`config.mk`:
```
export PLATFORM = sky130hd
export DESIGN_NAME = stopwatch_core_flat
export DESIGN_NICKNAME = d
export VERILOG_FILES = /design/src/rtl/stopwatch_pkg.sv /design/src/rtl/stopwatch_core_if.sv /design/src/rtl/stopwatch_tick_gen.sv /design/src/rtl/stopwatch_core.sv /design/src/flat_wrapper.sv
export SDC_FILE = /design/constraint.sdc
export NUM_CORES = 1
export LEC_CHECK = 0
export CORE_ASPECT_RATIO = 1.2
export CORE_MARGIN = 2
export CORE_UTILIZATION = 55
export DETAILED_ROUTE_END_ITERATION = 10
export PLACE_DENSITY_LB_ADDON = 0.2
export SLEW_MARGIN = 5
export SYNTH_ARGS = -nofsm -noshare
export SYNTH_HDL_FRONTEND = slang
export SYNTH_SLANG_ARGS = --single-unit
```
`constraint.sdc`:
```
create_clock -name clk -period 5.9 [get_ports clk]
set_input_delay 1.18 -clock clk [delete_from_list [all_inputs] [get_ports clk]]
set_output_delay 1.18 -clock clk [all_outputs]
set_load 0.02 [all_outputs]
```
`src/rtl/stopwatch_pkg.sv`:
```
// Shared definitions for the stopwatch core.
//   ST_*      : FSM state encodings
//   state_t   : enumerated FSM state type built on those encodings
//   *_MAX     : modulus of each time field
package stopwatch_pkg;

  localparam logic [1:0] ST_STOP  = 2'd0;
  localparam logic [1:0] ST_RUN   = 2'd1;
  localparam logic [1:0] ST_CLEAR = 2'd2;

  typedef enum logic [1:0] {
    S_STOP  = ST_STOP,
    S_RUN   = ST_RUN,
    S_CLEAR = ST_CLEAR
  } state_t;

  localparam int MSEC_MAX = 100;
  localparam int SEC_MAX  = 60;
  localparam int MIN_MAX  = 60;
  localparam int HOUR_MAX = 24;

endpackage

```
`src/rtl/stopwatch_core_if.sv`:
```
// Button-pulse inputs and time-field outputs of the stopwatch core.
//   i_btn_run   : run/stop toggle pulse
//   i_btn_clear : clear pulse
//   o_msec/o_sec/o_min/o_hour : binary time fields
//   o_running   : high while counting
// master = button/display side, slave = stopwatch core.
interface stopwatch_core_if;
  logic       i_btn_run;
  logic       i_btn_clear;
  logic [6:0] o_msec;
  logic [5:0] o_sec;
  logic [5:0] o_min;
  logic [4:0] o_hour;
  logic       o_running;

  modport master (
    output i_btn_run, i_btn_clear,
    input  o_msec, o_sec, o_min, o_hour, o_running
  );

  modport slave (
    input  i_btn_run, i_btn_clear,
    output o_msec, o_sec, o_min, o_hour, o_running
  );
endinterface

```
`src/rtl/stopwatch_tick_gen.sv`:
```
// Centisecond prescaler.
//   clk, reset : clock, async active-high reset
//   en         : count enable (stopwatch running)
//   clr        : synchronous clear to phase 0
//   o_tick     : combinational, high on the last count while enabled
// While disabled the count holds, so the tick phase survives pause/resume.
module stopwatch_tick_gen #(
  parameter int F_COUNT = 1_000_000
) (
  input  logic clk,
  input  logic reset,
  input  logic en,
  input  logic clr,
  output logic o_tick
);

  localparam int W = (F_COUNT > 1) ? $clog2(F_COUNT) : 1;
  localparam logic [W-1:0] LAST = W'(F_COUNT - 1);

  logic [W-1:0] cnt;

  always_ff @(posedge clk or posedge reset) begin
    if (reset) begin
      cnt <= '0;
    end else if (clr) begin
      cnt <= '0;
    end else if (en) begin
      cnt <= (cnt == LAST) ? '0 : cnt + W'(1);
    end
  end

  assign o_tick = en && (cnt == LAST);

endmodule

```
`src/rtl/stopwatch_core.sv`:
```
// Stopwatch: run/stop/clear FSM plus cascaded centisecond..hour counters.
//   clk, reset : clock, async active-high reset
//   bus        : button pulses in, registered time fields and running flag out
// CLEAR is a one-cycle state; fields are zeroed on the edge that leaves it.
module stopwatch_core
  import stopwatch_pkg::*;
#(
  parameter int F_COUNT = 1_000_000
) (
  input  logic             clk,
  input  logic             reset,
  stopwatch_core_if.slave  bus
);

  state_t state;
  logic   tick;
  logic   run_en;
  logic   clr_en;

  assign run_en = (state == S_RUN);
  assign clr_en = (state == S_CLEAR);

  stopwatch_tick_gen #(.F_COUNT(F_COUNT)) u_tick_gen (
    .clk    (clk),
    .reset  (reset),
    .en     (run_en),
    .clr    (clr_en),
    .o_tick (tick)
  );

  always_ff @(posedge clk or posedge reset) begin
    if (reset) begin
      state         <= S_STOP;
      bus.o_running <= 1'b0;
      bus.o_msec    <= '0;
      bus.o_sec     <= '0;
      bus.o_min     <= '0;
      bus.o_hour    <= '0;
    end else begin
      // o_running tracks the next state so it is registered alongside it.
      case (state)
        S_STOP: begin
          if (bus.i_btn_clear) begin
            state         <= S_CLEAR;
            bus.o_running <= 1'b0;
          end else if (bus.i_btn_run) begin
            state         <= S_RUN;
            bus.o_running <= 1'b1;
          end
        end
        S_RUN: begin
          if (bus.i_btn_run) begin
            state         <= S_STOP;
            bus.o_running <= 1'b0;
          end
        end
        default: begin
          state         <= S_STOP;
          bus.o_running <= 1'b0;
        end
      endcase

      // Tick only exists in RUN, so it never collides with the clear.
      if (state == S_CLEAR) begin
        bus.o_msec <= '0;
        bus.o_sec  <= '0;
        bus.o_min  <= '0;
        bus.o_hour <= '0;
      end else if (tick) begin
        if (bus.o_msec == 7'(MSEC_MAX - 1)) begin
          bus.o_msec <= '0;
          if (bus.o_sec == 6'(SEC_MAX - 1)) begin
            bus.o_sec <= '0;
            if (bus.o_min == 6'(MIN_MAX - 1)) begin
              bus.o_min <= '0;
              if (bus.o_hour == 5'(HOUR_MAX - 1)) bus.o_hour <= '0;
              else                                 bus.o_hour <= bus.o_hour + 5'd1;
            end else begin
              bus.o_min <= bus.o_min + 6'd1;
            end
          end else begin
            bus.o_sec <= bus.o_sec + 6'd1;
          end
        end else begin
          bus.o_msec <= bus.o_msec + 7'd1;
        end
      end
    end
  end

endmodule

```
`src/flat_wrapper.sv`:
```
// flat-port wrapper written by rule: the top's interface ports become plain ports
module stopwatch_core_flat import stopwatch_pkg::*;
#(
  parameter int F_COUNT = 1_000_000
)
  (clk, reset, bus_i_btn_run, bus_i_btn_clear, bus_o_msec, bus_o_sec, bus_o_min, bus_o_hour, bus_o_running);
  stopwatch_core_if bus_i ();
  input  logic clk;
  input  logic reset;
  input wire logic [$bits(bus_i.i_btn_run)-1:0] bus_i_btn_run;
  input wire logic [$bits(bus_i.i_btn_clear)-1:0] bus_i_btn_clear;
  output wire logic [$bits(bus_i.o_msec)-1:0] bus_o_msec;
  output wire logic [$bits(bus_i.o_sec)-1:0] bus_o_sec;
  output wire logic [$bits(bus_i.o_min)-1:0] bus_o_min;
  output wire logic [$bits(bus_i.o_hour)-1:0] bus_o_hour;
  output wire logic [$bits(bus_i.o_running)-1:0] bus_o_running;
  assign bus_i.i_btn_run = bus_i_btn_run;
  assign bus_i.i_btn_clear = bus_i_btn_clear;
  assign bus_o_msec = bus_i.o_msec;
  assign bus_o_sec = bus_i.o_sec;
  assign bus_o_min = bus_i.o_min;
  assign bus_o_hour = bus_i.o_hour;
  assign bus_o_running = bus_i.o_running;
  stopwatch_core #(.F_COUNT(F_COUNT)) u_core (.clk(clk), .reset(reset), .bus(bus_i));
endmodule
```
# ---- Yosys cells after proc, flatten, opt, wreduce, memory -nomap -nowiden
# Cells that the tools add are included.
dict set report word_totals {
  output_inout_bits 25
  input_bits 4
  word_cells 61
  regBits 47
}
dict set report op_classes {
  n_mux 29
  n_reduce_logical 11
  eq_ne 9
  addsub 5
}
# op count
set op_table {}
lappend op_table {{20-bit 2-to-1 mux} 3}
lappend op_table {{6-bit 2-to-1 mux} 9}
lappend op_table {{5-bit 2-to-1 mux} 6}
lappend op_table {{7-bit 2-to-1 mux} 3}
lappend op_table {{20-bit by 1-bit adder with 20-bit output (second input constant)} 1}
lappend op_table {{20-bit == test (second input constant)} 1}
lappend op_table {{6-bit by 1-bit adder with 6-bit output (second input constant)} 2}
lappend op_table {{6-bit == test (second input constant)} 2}
lappend op_table {{2-bit nonzero test} 5}
lappend op_table {{7-bit by 1-bit adder with 7-bit output (second input constant)} 1}
lappend op_table {{7-bit == test (second input constant)} 1}
lappend op_table {{2-bit 2-to-1 mux} 3}
lappend op_table {{5-bit by 1-bit adder with 5-bit output (second input constant)} 1}
lappend op_table {{5-bit == test (second input constant)} 1}
lappend op_table {{2-bit case mux with 2 select lines} 1}
lappend op_table {{2-bit AND reduction} 2}
lappend op_table {{4-bit AND reduction} 1}
lappend op_table {{1-bit 2-to-1 mux} 3}
lappend op_table {{3-bit inequality test (second input constant)} 1}
lappend op_table {{3-bit AND reduction} 1}
lappend op_table {{2-bit by 1-bit == test with 1-bit output (second input constant)} 1}
lappend op_table {{2-bit == test (second input constant)} 1}
lappend op_table {{2-bit zero test} 1}
lappend op_table {{2-bit inequality test (second input constant)} 1}
lappend op_table {{other kinds (2)} 2}

# ---- Longest topological paths before layout
# Gate-level depths: netlist (run 1).
dict set report depth {
  depth_word 7
  depth_mapped 8
  mapped_depth_nobuf 7
}

# ---- Modules after synthesis
# A second synthesis (run 1) with hierarchy kept.
dict set report unflattened {
  hier_cells 269
  area_unflattened_um2 2537.4
}
# mod instances area_per_inst_um2 seq_area_each_um2 cells_per_inst
set modules_own_cells {}
lappend modules_own_cells {stopwatch_core 1 1398.8 650.6 149}
lappend modules_own_cells {stopwatch_tick_gen 1 1138.6 500.5 120}

# ---- Worst setup path after synthesis (run 1)
# Ideal clock, no wire load.
dict set report synth_timing {
  path_kind {register -> register}
  from {register u_core.bus.o_msec[0]}
  to {register u_core.bus.o_hour[0]}
  setup_ns 0.083
  arrival_time_ns 2.083
  path_buffers 1
  stages_incl_launch_ff 8
  period_less_slack_ns 2.166
  slack_ns 3.734
  required_ns 5.817
  path_cell_list {dfrtp_1 -> ha_1 -> nand4b_1 -> nor3_1 -> clkbuf_1 -> nand4_1 -> or4b_1 -> o21ai_0}
}
dict set report synth_between {
  elab_chain_len 3
}
# element line
set synth_lines {}
lappend synth_lines {{start: declaration} stopwatch_core_if.sv:23} ;# output o_msec, o_sec, o_min, o_hour, o_running
lappend synth_lines {{start signal: assignment} stopwatch_core.sv:85} ;# bus.o_msec <= bus.o_msec + 7'd1;
lappend synth_lines {{7-bit == test} stopwatch_core.sv:70} ;# if (bus.o_msec == 7'(MSEC_MAX - 1)) begin
lappend synth_lines {{2-bit nonzero test (no source line)} n/a}
lappend synth_lines {{4-bit AND reduction (no source line)} n/a}
lappend synth_lines {{end signal: assignment} stopwatch_core.sv:77} ;# else bus.o_hour <= bus.o_hour + 5'd1;
lappend synth_lines {{end: declaration} stopwatch_core_if.sv:23}
# Every way passes these cells.
# A chain may end at the register's enable or synchronous reset.

# ---- Final worst setup path (run 1)
dict set report layout_timing {
  from {register u_core.bus.o_msec[0]}
  to {register u_core.bus.o_hour[4]}
}
# The elaborated chain is that of the path after synthesis.

==> flow_metrics.py, run 1 <==
metrics = {
    "drt": {
        "drt-pass1-iter-count": 4,
        "drc": 0,
        "finalWirelength_um": 5440,
        "detail-route-antenna-nets": 0,
        "vias_per_cell": 5.86,
        "vias": 2180,
        "post_drt_wl_per_cell_um": 14.6,
        "drt-initial-drc-count": 185,
    },
    "clock_network": {
        "cts_htree_levels": 2,
        "postCtsHoldBufs": 0,
        "cts.sinks": 46,
        "cts_resized": 0,
        "numCtsBuffers": 5,
        "cts_tree": "yes",
        "clk_pin_slew_worst_paths_ns": 0.09,
        "clock_path_buffers": 2,
        "cts_root_buf": "clkbuf_8",
        "clk_latency_ns": 0.31,
        "post_cts_buffers": 0,
    },
    "logic_synthesis": {
        "ys_async_sr_fraction": 1.00,
        "ys_seq_area_frac": 0.430,
        "synthesis.area_mm2": 0.00268,
        "syn_inst": 288,
        "synth_fp_nets": 300,
        "ys_types": 55,
        "synth_edf_count": 0,
        "synthFlopType": "dfrtp_1",
        "synth_seq_cells": 46,
        "ys_warn_count": 0,
        "synth_area_per_cell_um2": 9.30,
    },
    "power_and_ir_drop": {
        "clkPwrFrac": 0.253,
        "leakage_nw": 1.27,
        "switching_share": 0.341,
        "p_per_area_mw_per_mm2": 243,
        "ir_drop_v": 0.000282,
        "intPower_w": 0.000486,
        "p_switching_w": 0.000252,
        "p_comb_frac": 0.261,
        "power_frac_seq": 0.486,
    },
    "global_routing": {
        "grt_max_degree": 47,
        "grt_antenna_before_repair": 0,
        "grt_pass1_vias": 2078,
        "gr-total-overflow": 0,
        "grt_usage": 0.227,
        "grt_pass1_wl_um": 9380,
    },
    "sta": {
        "fin_setup_tns_ns": 0,
        "max_slew_margin": 0.351,
        "finalCriticalPeriod_ns": 2.70,
        "fmax_mhz": 370,
        "fin_skew_ns": 0.00764,
        "slew_viol_final": 0,
        "rsz0062_at_grt": "false",
        "worst_slew_pin_slew_ns": 0.967,
        "finalCritPeriodShare": 0.458,
        "finalSetupViolCount": 0,
        "finalHoldViolCount": 0,
    },
    "layout": {
        "final_cell_count_no_fill": 372,
        "fillCellCount": 378,
        "utilization": 0.657,
        "final_cell_mix": "dfrtp_1, nor2_1, clkdlybuf4s50_1, nand2_1, o21ai_0",
        "final_common_cell": "dfrtp_1",
        "drive_above_1_share": 0.0892,
        "postLayoutCellArea_mm2": 0.00304,
        "n_antenna_cell": 0,
        "area_growth_pct": 13.6,
        "num-nets-final": 326,
    },
    "run_status": {
        "status": "complete, no violations",
    },
    "floorplanning": {
        "num_rows": 27,
        "io_pins": 29,
        "fp.coreArea_mm2": 0.00463,
        "floorplan.initialDensity": 0.579,
        "dieArea_mm2": 0.00544,
        "die-width_um": 67.7,
        "dieHeight_um": 80.4,
    },
    "placement": {
        "dp_hpwl_um": 3810,
        "dpl_cell_area_mm2": 0.00296,
        "routabilityCongestion": 0.834,
        "port_buffers": 28,
        "dp_cells": 365,
    },
    "setup_path": {
        "setup.worst_path.class": "reg2reg",
        "crit_path_start": "u_core.bus.o_msec[0]",
        "r2r-start": "u_core.bus.o_msec[0]",
        "crit_family": "simple AND/OR/NAND/NOR gates",
        "critPathSlowestCell": "nor3_1",
        "slowest_delay_ns": 0.75,
        "critPathRequiredTime_ns": 6.13,
        "start_kind": "flop",
        "cp_num_buf_inv": 0,
        "cp_cell_sequence": "ha_1, nand4b_1, nor3_1, nand4_2, or4_1, a21oi_1",
        "worst-path-max-fanout": 13,
        "cp.arrival_ns": 2.94,
        "worstSetupEndpointType": "flop",
    },
    "worst_hold_path": {
        "min_path_type": "reg2reg",
        "min-delay-start": "u_core.bus.o_sec[5]",
    },
    "flow_run": {
        "max_cap_violations": 0,
    },
}
[synthesized netlist by cell type (2+ instances only)]
master,instances,share of area
nand3b_1,2,0.0056
a41oi_1,2,0.0065
or4_1,6,0.017
nor2b_1,8,0.019
inv_1,12,0.017
nand3_1,12,0.022
or2_2,2,0.0047
o41ai_1,2,0.0065
xor2_1,8,0.026
or4b_4,2,0.010
nor3_1,8,0.015
and2_1,2,0.0047
or3_1,3,0.0070
and4_1,2,0.0065
xnor2_1,6,0.020
mux2_2,4,0.017
and3_1,5,0.012
a21oi_1,13,0.024
nand2_1,22,0.031
nand4_1,11,0.026
mux2i_1,5,0.019
buf_2,2,0.0037
ha_1,8,0.037
o22ai_1,2,0.0047
nor2_1,38,0.053
nand4b_1,2,0.0065
nor4_1,2,0.0047
nand2b_1,5,0.012
dfrtp_1,46,0.43
clkbuf_1,6,0.0084
o21ai_0,16,0.030
[sequential cells by signal, indices dropped and copies added (netlist names)]
register,flops
u_core.bus.o_msec,7
u_core.bus.o_min,6
u_core.bus.o_hour,5
u_core.bus.o_sec,6
u_core.state,1
u_core.bus.o_running,1
u_core.u_tick_gen.cnt,20
[routing by layer]
layer | vias up | track usage | wire (um)
li1 | 1076 | - | -
met1 | 1057 | 0.273 | 2320
met2 | 40 | 0.402 | 2880
met3 | 7 | 0.0378 | 155
met4 | 0 | 0.0735 | 78
met5 | - | 0 | 0
[area by class of cell]
type	count	area, um^2	area share
Sequential cell	46	1150	0.379
Multi-Input combinational cell	219	1400	0.460
Tap cell	58	72.6	0.0239
Clock inverter	2	10.0	0.00329
Inverter	12	45.0	0.0148
Timing Repair Buffer	30	295	0.0971
Clock buffer	5	68.8	0.0226
[stage by stage]
step	setup WS [ns]	total power, W	hold WS, ns
after global routing	2.95	0.000787	0.558
after CTS	3.21	0.000745	0.537
final	3.20	0.000738	0.533
after global placement	3.31	0.000553	0.499
after floorplan	3.63	0.000543	0.502
after detailed placement	3.23	0.000560	0.520
[path summary, 6_finish.rpt]
check | end | slack, ns | cells past startpoint
worst min-delay path | u_core.bus.o_sec[5] | 0.53 | 1
worst max-delay path | u_core.bus.o_hour[4] | 3.20 | 6
max in group asynchronous | u_core.bus.o_msec[4] | 3.88 | 2
min in group asynchronous | u_core.u_tick_gen.cnt[8] | 1.41 | 2
worst max register to register | u_core.bus.o_hour[4] | 3.20 | 6
worst min register to register | u_core.bus.o_sec[5] | 0.53 | 1
[worst reg2reg max path, stage by stage, from the launching register on]
cell,delay (ns)
dfrtp_1,0.41
ha_1,0.23
nand4b_1,0.11
nor3_1,0.75
nand4_2,0.41
or4_1,0.58
a21oi_1,0.15
[kinds of logic (layout without fill, tap and decap cells)]
| family | Yosys count | count (layout) | synth area share |
|---|---|---|---|
| compound gates | 45 | 45 | 0.101 |
| xor+xnor | 14 | 14 | 0.0458 |
| fa+ha+maj | 8 | 8 | 0.0374 |
| buf+inv | 23 | 49 | 0.0481 |
| flops | 46 | 46 | 0.430 |
| mux | 9 | 9 | 0.0355 |
| simple gates | 143 | 143 | 0.302 |
[power groups by stage]
stage	clock [W]	sequential, W	combinational (W)
after floorplan	0	0.000362	0.000180
after global placement	0	0.000364	0.000189
after detailed placement	0	0.000364	0.000196
after CTS	0.000192	0.000358	0.000195
after global routing	0.000202	0.000362	0.000222
final	0.000187	0.000359	0.000193
No activity file was read; power rests on OpenSTA's default activity.
==> inputs of run 2 (changes only) <==
--- a/config.mk
+++ b/config.mk
@@ -7,7 +7,7 @@
 export LEC_CHECK = 0
 export CORE_ASPECT_RATIO = 1.2
 export CORE_MARGIN = 2
-export CORE_UTILIZATION = 55
+export CORE_UTILIZATION = 51
 export DETAILED_ROUTE_END_ITERATION = 10
 export PLACE_DENSITY_LB_ADDON = 0.2
 export SLEW_MARGIN = 5
==> constraint.sdc (replaced) <==
create_clock -name clk -period 2.3 [get_ports clk]
set_input_delay 0.46 -clock clk [delete_from_list [all_inputs] [get_ports clk]]
set_output_delay 0.46 -clock clk [all_outputs]
set_load 0.02 [all_outputs]
==> run 2 against run 1 <==
Compared with the run above:
- clock power grew to 2.8 times the previous value
- count of clock-buffer cells in the layout up 2
- critical endpoint is now u_core.bus.o_msec[5]
- largest cell class unchanged
- highest routed layer unchanged
- total power grew to 2.7 times the previous value
==> flow_metrics.py, run 2 (same netlist as run 1, synthesis figures left out) <==
metrics = {
    "run_status": {
        "status": "complete, no violations",
    },
    "layout": {
        "n_antenna_cell": 0,
        "utilization": 0.655,
        "fillCellCount": 431,
        "final_common_cell": "dfrtp_1",
        "register_area_mm2": 0.00115,
        "multi_input_area_mm2": 0.00142,
        "drive_above_1_share": 0.168,
        "reg.largest.list": "u_core.u_tick_gen.cnt x20, u_core.bus.o_msec x7",
        "num-nets-final": 351,
        "final_cell_mix": "dfrtp_1, nor2_1, clkdlybuf4s50_1, buf_4, nand2_1",
        "largest-register": "u_core.u_tick_gen.cnt",
        "largest_reg_flops": 20,
        "area_growth_pct": 22.5,
    },
    "sta": {
        "max_slew_margin": 0.750,
        "finalCriticalPeriod_ns": 2.15,
        "fin_setup_tns_ns": 0,
        "worst_slew_pin_slew_ns": 0.371,
        "finalSetupViolCount": 0,
        "fin_skew_ns": 0.0104,
        "finalHoldViolCount": 0,
        "finalCritPeriodShare": 0.934,
        "fmax_mhz": 465,
        "slew_viol_final": 0,
    },
    "power_and_ir_drop": {
        "switching_share": 0.331,
        "leakage_nw": 1.41,
        "p_per_area_mw_per_mm2": 613,
        "p_comb_frac": 0.286,
        "p_switching_w": 0.000666,
        "ir_drop_v": 0.000524,
        "clkPwrFrac": 0.257,
        "power_frac_seq": 0.457,
        "intPower_w": 0.00134,
    },
    "placement": {
        "routabilityCongestion": 0.851,
        "dp_hpwl_um": 4070,
        "port_buffers": 28,
    },
    "global_routing": {
        "grt_usage": 0.212,
        "grt_pass1_vias": 2235,
        "grt_pass1_wl_um": 10300,
        "grt_antenna_before_repair": 0,
        "grt_max_degree": 41,
        "gr-total-overflow": 0,
    },
    "clock_network": {
        "postCtsHoldBufs": 0,
        "cts_htree_levels": 2,
        "numCtsBuffers": 5,
        "clock_path_buffers": 2,
        "cts.sinks": 46,
        "cts_root_buf": "clkbuf_8",
        "clk_pin_slew_worst_paths_ns": 0.09,
        "cts_tree": "yes",
        "clk_latency_ns": 0.30,
    },
    "setup_path": {
        "cp.arrival_ns": 2.38,
        "r2r_slack_ns": 0.15,
        "timing.rr.end": "u_core.bus.o_msec[5]",
        "start_kind": "flop",
        "critPathRequiredTime_ns": 2.53,
        "worstRegToRegCells": 5,
        "worst-path-max-fanout": 9,
        "crit_path_start": "u_core.u_tick_gen.cnt[7]",
        "worstSetupEndpointType": "flop",
        "setup.worst_path.class": "reg2reg",
        "crit_end": "u_core.bus.o_msec[5]",
        "r2r-start": "u_core.u_tick_gen.cnt[7]",
    },
    "drt": {
        "drt-pass1-iter-count": 5,
        "post_drt_wl_per_cell_um": 14.3,
        "drt-initial-drc-count": 136,
        "drc": 0,
        "vias_per_cell": 5.70,
        "detail-route-antenna-nets": 0,
        "finalWirelength_um": 5730,
        "vias": 2281,
    },
    "floorplanning": {
        "die-width_um": 70.1,
        "dieHeight_um": 83.4,
        "io_pins": 29,
        "floorplan.initialDensity": 0.534,
        "num_rows": 28,
        "fp.coreArea_mm2": 0.00501,
        "dieArea_mm2": 0.00585,
    },
    "worst_hold_path": {
        "min_path_type": "in2async",
    },
    "flow_run": {
        "max_cap_violations": 0,
    },
}
[run 2: routing by layer]
| layer | track usage | share of wire |
|---|---|---|
| met2 | 0.349 | 0.51 |
| met1 | 0.285 | 0.45 |
| met4 | 0.0682 | 0.014 |
| met3 | 0.0352 | 0.027 |
| met5 | 0 | 0 |
[run 2: worst max-delay path: stages, from the launching register on]
cell and delay [ns]:
dfrtp_1 0.44, or4b_4 0.58, nor4_4 0.33, nand3_4 0.16, or4_1 0.48, o21ai_1 0.09
[run 2: worst min-delay path by stage]
| stage | to | cells after the start | slack, ns |
|---|---|---|---|
| global placement | u_core.bus.o_min[4] | 1 | 0.50 |
| finish | u_core.bus.o_min[0] | 2 | 0.36 |
| CTS | u_core.bus.o_sec[4] | 2 | 0.35 |
| detailed placement | u_core.bus.o_min[4] | 1 | 0.51 |
| floorplan | u_core.u_tick_gen.cnt[19] | 2 | 0.50 |
| global route | u_core.bus.o_sec[5] | 2 | 0.38 |
[run 2: power by group through the flow]
stage	sequential (W)	combinational, W	clock, W
floorplan	0.000930	0.000462	0
global placement	0.000933	0.000549	0
detailed placement	0.000938	0.000566	0
CTS	0.000922	0.000564	0.000532
global route	0.000928	0.000660	0.000560
finish	0.000919	0.000575	0.000516
[run 2: repair_timing]
action	4_1_cts	5_1_grt
buffers inserted	0	9
endpoints found under the setup margin	0	6
gates resized for setup	0	6
[run 2: area by class of cell]
type / instances / area share
clock buffers: 7 / 0.0263
inverters: 12 / 0.0137
flip-flops and latches: 46 / 0.351
clock inverters: 1 / 0.00153
multi-input cells: 219 / 0.434
well taps: 60 / 0.0229
repair buffers: 55 / 0.151
[run 2: stage by stage]
step,power [W],instances,cell area [um^2],setup WS [ns],hold WS [ns]
final,0.00201,400,3280,0.151,0.361
after detailed placement,0.00150,383,3100,0.0934,0.510
after global placement,0.00148,383,3100,0.141,0.498
after CTS,0.00202,391,3190,0.0762,0.352
after floorplan,0.00139,288,2680,0.134,0.502
after global routing,0.00215,400,3280,-0.0495,0.377
